--- config.mk ---
export PLATFORM = sky130hd
export DESIGN_NAME = divider
export DESIGN_NICKNAME = d
export VERILOG_FILES = /design/src/rtl/divider.sv
export SDC_FILE = /design/constraint.sdc
export NUM_CORES = 1
export LEC_CHECK = 0
export CAP_MARGIN = 25
export CORE_MARGIN = 10
export CORE_UTILIZATION = 35
export DETAILED_ROUTE_END_ITERATION = 10
export SLEW_MARGIN = 5
export SYNTH_ARGS = -nofsm -noshare
export SYNTH_HDL_FRONTEND = slang
export SYNTH_SLANG_ARGS = --single-unit
--- constraint.sdc ---
create_clock -name clk -period 4.55 [get_ports clk]
set_input_delay 0.91 -clock clk [delete_from_list [all_inputs] [get_ports clk]]
set_output_delay 0.91 -clock clk [all_outputs]
set_load 0.01 [all_outputs]
--- src/rtl/divider.sv ---
// Serial restoring divider: unsigned WIDTH-bit quotient and remainder, one quotient bit per clock.
// Uses the same start/busy/done handshake as the serial shift-add multiplier.
module divider #(
  parameter int WIDTH = 16
) (
  input  logic             clk,
  input  logic             reset,
  input  logic [WIDTH-1:0] in1,
  input  logic [WIDTH-1:0] in2,
  input  logic             start,
  output logic [WIDTH-1:0] out,
  output logic [WIDTH-1:0] remainder,
  output logic             div_zero,
  output logic             busy,
  output logic             done
);

  localparam logic [1:0] IDLE = 2'd0;
  localparam logic [1:0] RUN  = 2'd1;
  localparam logic [1:0] DONE = 2'd2;
  localparam int CW = $clog2(WIDTH + 1);

  logic [1:0]       state;
  logic [WIDTH-1:0] p;
  logic [WIDTH-1:0] q;
  logic [WIDTH-1:0] dvs;
  logic [CW-1:0]    count;

  logic [WIDTH:0]   p_sh;
  logic [WIDTH-1:0] diff;
  logic             no_borrow;
  logic [WIDTH-1:0] p_nxt;
  logic [WIDTH-1:0] q_nxt;

  // The stored partial remainder is always below the divisor, so its extra
  // top bit only exists transiently in the shifted value p_sh.
  always_comb begin
    p_sh      = {p, q[WIDTH-1]};
    no_borrow = (p_sh >= {1'b0, dvs});
    diff      = p_sh[WIDTH-1:0] - dvs;
    p_nxt     = no_borrow ? diff : p_sh[WIDTH-1:0];
    q_nxt     = {q[WIDTH-2:0], no_borrow};
  end

  always_ff @(posedge clk) begin
    if (reset) begin
      state     <= IDLE;
      p         <= '0;
      q         <= '0;
      dvs       <= '0;
      count     <= '0;
      out       <= '0;
      remainder <= '0;
      div_zero  <= 1'b0;
    end else begin
      case (state)
        IDLE: begin
          if (start) begin
            q     <= in1;
            dvs   <= in2;
            p     <= '0;
            count <= CW'(WIDTH);
            state <= RUN;
          end
        end
        RUN: begin
          p     <= p_nxt;
          q     <= q_nxt;
          count <= count - CW'(1);
          if (count == CW'(1)) begin
            out       <= q_nxt;
            remainder <= p_nxt;
            div_zero  <= (dvs == '0);
            state     <= DONE;
          end
        end
        DONE:    state <= IDLE;
        default: state <= IDLE;
      endcase
    end
  end

  assign busy = (state != IDLE);
  assign done = (state == DONE);

endmodule

; ---- Yosys cells after proc, flatten, opt, wreduce, memory -nomap -nowiden
; Cells that the tools add are included.
[word_totals]
in_bits = 35
wordCells = 34
out_inout_bits = 35
ff_bits = 88
[classes]
n_mux = 10
n_addsub = 2
order_cmp = 1
eq_ne = 5
reduce_logical = 8
[ops]
columns = operator, count
row1 = case mux 16 bit (2 select lines), 2
row2 = 2-to-1 mux 16 bit, 3
row3 = >= comparator 17 x 16 -> 1 bit, 1
row4 = zero test 16 bit, 1
row5 = subtractor 16 bit, 1
row6 = case mux 5 bit (2 select lines), 1
row7 = AND reduction 2 bit, 4
row8 = "equality test 5 x 1 -> 1 bit, second input constant", 1
row9 = 2-to-1 mux 5 bit, 1
row10 = "subtractor 5 x 1 -> 5 bit, second input constant", 1
row11 = 2-to-1 mux 2 bit, 2
row12 = "inequality test 2 bit, second input constant", 2
row13 = case mux 2 bit (2 select lines), 1
row14 = nonzero test 2 bit, 2
row15 = "equality test 2 x 1 -> 1 bit, second input constant", 1
row16 = "equality test 2 bit, second input constant", 1
row17 = zero test 2 bit, 1

; ---- Depth between registers and ports, before layout
[depth]
ltp_word = 3
mapped_depth = 10
ltp_nobuf = 10

; ---- Worst setup path before layout
; Ideal clock, no wire load.
[synth_path]
path_type = register to register
start = register dvs[14]
end = register remainder[7]
setup_ns = 0.086
arrival_ns = 2.341
required_time_ns = 4.464
stages_incl_launch_ff = 11
synth_period_minus_slack_ns = 2.426
setup_slack_ns = 2.124
path_buffers = 2
cell_sequence = dfxtp_1 -> inv_1 -> ha_1 -> buf_6 -> a21o_1 -> or3_1 -> a311o_1 -> o31a_1 -> buf_4 -> mux2i_1 -> a211oi_1
[synth_between]
elab_chain_len = 2
[synth_lines]
columns = element, line
row1 = from (decl), 26  ; logic [WIDTH-1:0] dvs;
row2 = from (signal assigned), 60  ; dvs <= in2;
row3 = >= comparator 17 x 16 -> 1 bit, 39  ; no_borrow = (p_sh >= {1'b0, dvs});
row4 = 2-to-1 mux 16 bit, 41  ; p_nxt = no_borrow ? diff : p_sh[WIDTH-1:0];
row5 = to (signal assigned), 72  ; remainder <= p_nxt;
row6 = to (decl), 12  ; output logic [WIDTH-1:0] remainder,
; Every way passes these cells.
; A chain may end at the register's enable or synchronous reset.

; ---- Worst setup path after layout
[layout_path]
start = register dvs[6]
end = register remainder[13]
[layout_between]
elab_chain_len = 2
word_cells_on_any_way = 3
classes_between = add/sub (1) / order compare (1) / mux (1)
[layout_lines]
columns = element, line
row1 = subtractor 16 bit / >= comparator 17 x 16 -> 1 bit (equally long branches), "40, 39"
row2 = 2-to-1 mux 16 bit (*), 41
; Every way passes the cells marked *; elsewhere a longest branch is shown, timed or not.

==> impl_metrics.csv <==
group,metric,value,unit
run_status,status,"complete, no violations",
clocking,postCtsSetupBuffers,0,
timing,finalHoldWorstSlack,455,ps
power,switchingPower,1.56,mW
clocking,cts_tree,"yes",
clocking,cts_max_path_buffers,2,
power,power.leakage,1.97,nW
floorplanning,fp-row-count,40,
cells_and_area,final_cell_mix,"nand2_1, dfxtp_1, a21oi_1, clkdlybuf4s50_1, nor2_1",
detailed_routing,routed_wl,12.0,mm
floorplanning,die_w,132,microns
global_route,antenna_found_initial,0,
critical_path,reg2reg_depth,8,
placement,hpwlAfterDp,8.91,mm
timing,timing.final.crit_share,68.2,%
synth,synthesis.nets,592,
synth,synth_top_family_by_area,"compound AO/OA/AOI/OAI gates",
clocking,cts-root-buf,"clkbuf_16",
timing,fmax,322,MHz
power,peakVddDrop,0.000357,V
critical_path,critPathKind,"flip-flop to flip-flop",
power,switching_share,42.7,%
floorplanning,die_h,132,microns
timing,drv_slew,0,
synth,synth_top_flop_cell,"dfxtp_1",
synth,synthAdderAreaFrac,5.63,%
timing,hold_viol,0,
critical_path,cp_slowest_cell,"o31a_1",
timing,setup_viol,0,
cells_and_area,syn_to_final_growth,25.8,%
synth,ys_async_sr_fraction,0,%
clocking,cts_sinks,88,
critical_path,path_cells,"inv_1, ha_1, a21oi_1, and2_1, a211oi_4, o31a_1, nand3_1, o31ai_1",
synth,syn-cell-area,4350,sq um
synth,syn_area_per_cell,8.09,sq um
clocking,clkLatencyLatePin,340,ps
floorplanning,start_util,36.0,%
global_route,grt_pass1_vias,3811,
critical_path,critPathMaxStageDelay,880,ps
synth,synth.ff_latch_count,88,
global_route,overflow,0,
power,p_per_area,668,nW/um^2
timing,final.setup.tns,0,ps
timing,tightest_slew,1020,ps
cells_and_area,layout.nets,644,
job,maxCapViolCount,0,
timing,rsz0062_at_grt,"false",
clocking,ctsHoldBuffers,0,
synth,synth_edf_count,0,
critical_path,endpoint_kind,"flip-flop",
floorplanning,fp.dieArea,17300,sq um
clocking,h-tree-depth,3,
power,combinationalPowerShare,53.1,%
floorplanning,io_pins,70,
clocking,cts_buffers,9,
critical_path,cp.depth,8,
synth,synth_compound_area_share,24.8,%
critical_path,cp.arrival,3350,ps
critical_path,critical_path.max_fanout,21,
detailed_routing,ant_nets,0,
synth,synth_mux_area_share,2.56,%
cells_and_area,layout_commonest_cell,"nand2_1",
power,p_int,2.10,mW
critical_path,required,4800,ps
hold_path,hp-class,"flip-flop to flip-flop",
synth,syn_inst,538,
synth,synth_xor_area_share,1.41,%
placement,gp_congestion,0.881,
placement,port_buffers,69,
detailed_routing,via_count,4004,
detailed_routing,drtIter0Drc,260,
floorplanning,coreArea,12100,sq um
detailed_routing,dr.pass1.iters,5,
cells_and_area,utilization,45.2,%
clocking,clk_pin_slew_worst_paths,60,ps
timing,period_needed,3100,ps
global_route,grt_use_total,13.6,%
synth,yosys_warnings,0,
detailed_routing,route.detailed.drc,0,
critical_path,crit_family,"compound AO/OA/AOI/OAI gates",
detailed_routing,viasPerCell,5.25,
hold_path,worstHoldPathCells,2,
global_route,grt_max_degree,45,
critical_path,path_buf_inv,1,
power,power_frac_clock,20.8,%
global_route,grt_pass1_wl,19.6,mm
clocking,ctsResizeCount,0,
synth,synth_cell_type_count,61,
cells_and_area,drive_gt1_share,5.38,%
synth,yosysSeqAreaShare,40.5,%
synth,yosys.area_share.simple,19.7,%
cells_and_area,num_antenna_cells,0,
power,pwr-share-seq,26.1,%
timing,fin_worst_skew,5.64,ps
critical_path,critPathLaunchType,"flip-flop",
timing,max-slew-margin-rel,31.8,%
detailed_routing,wl_per_cell,15.8,microns
[layer usage]
layer | global-route usage (%) | part of all wire [%] | up-vias
li1 | - | - | 2030
met1 | 16.8 | 46 | 1864
met2 | 22.7 | 48 | 100
met3 | 2.78 | 4.4 | 10
met4 | 5.13 | 1.5 | 0
met5 | 0 | 0 | -
[cells in the mapped netlist, types with 3 or more instances]
library cell	count	share of area [%]
nor4_1	6	0.86
a21oi_1	68	7.8
a32oi_1	3	0.60
o21ai_1	15	1.7
o31ai_1	3	0.52
nor2b_1	3	0.43
xnor2_1	5	1.0
a22oi_1	17	2.9
nand2_1	104	9.0
dfxtp_1	88	40
nand4_1	5	0.72
o211ai_1	5	0.86
o21a_1	5	0.86
and3_1	3	0.43
a21o_1	6	1.0
a311oi_1	3	0.60
clkbuf_1	24	2.1
o21ai_0	7	0.80
a211oi_1	13	2.2
nor3_1	7	0.80
nor2_1	29	2.5
inv_1	23	2.0
nand2b_1	8	1.1
buf_2	5	0.57
nand3_1	6	0.69
ha_1	18	5.2
and2_1	4	0.57
mux2i_1	10	2.3
[worst min-delay path, cell delays in order, from the launching register on]
cell     delay [ps]
dfxtp_1         310
nand2_1          50
a21oi_1          50
[kinds of logic after synthesis]
family	after synthesis
mux	11
buf+inv	57
xor+xnor	7
flops	88
fa+ha+maj	19
compound gates	166
simple gates	190
[power groups by stage]
| stage | Combinational, mW | Sequential, mW | Clock, mW |
|---|---|---|---|
| 2_1_floorplan | 1.58 | 0.939 | 0 |
| 3_3_place_gp | 1.90 | 0.972 | 0 |
| 3_5_place_dp | 1.92 | 0.972 | 0 |
| 4_1_cts | 1.93 | 0.955 | 0.774 |
| 5_1_grt | 2.15 | 0.968 | 0.804 |
| 6_report | 1.94 | 0.956 | 0.760 |
[worst paths after layout]
path / endpoint / slack, ps / start
worst max-delay path: remainder[13] / 1450 / dvs[6]
worst min-delay path: out[11] / 460 / out[11]
worst max register to register: remainder[13] / 1450 / dvs[6]
worst min register to register: out[11] / 460 / out[11]
[state kept, by name, summed over array words and instances, names as in the netlist]
| name | count |
|---|---|
| remainder | 16 |
| dvs | 16 |
| out | 16 |
| div_zero | 1 |
| q | 16 |
| count | 5 |
| p | 16 |
| state | 2 |
[through the flow]
step / worst slack, ps / instance area (sq um) / instances / power (mW)
4_1_cts: 1450 / 5460 / 762 / 3.66
2_1_floorplan: 2120 / 4350 / 538 / 2.52
3_3_place_gp: 1530 / 5140 / 745 / 2.88
3_5_place_dp: 1480 / 5150 / 746 / 2.89
6_report: 1450 / 5480 / 763 / 3.66
5_1_grt: 1120 / 5480 / 763 / 3.92
[layout make-up]
class | count | area (sq um)
Clock inverter | 4 | 51.3
Timing Repair Buffer | 75 | 747
Inverter | 23 | 86.3
Fill cell | 1258 | 6640
Tap cell | 168 | 210
Sequential cell | 88 | 1760
Clock buffer | 12 | 256
Multi-Input combinational cell | 393 | 2360
Power figures use the tool's default switching activity.
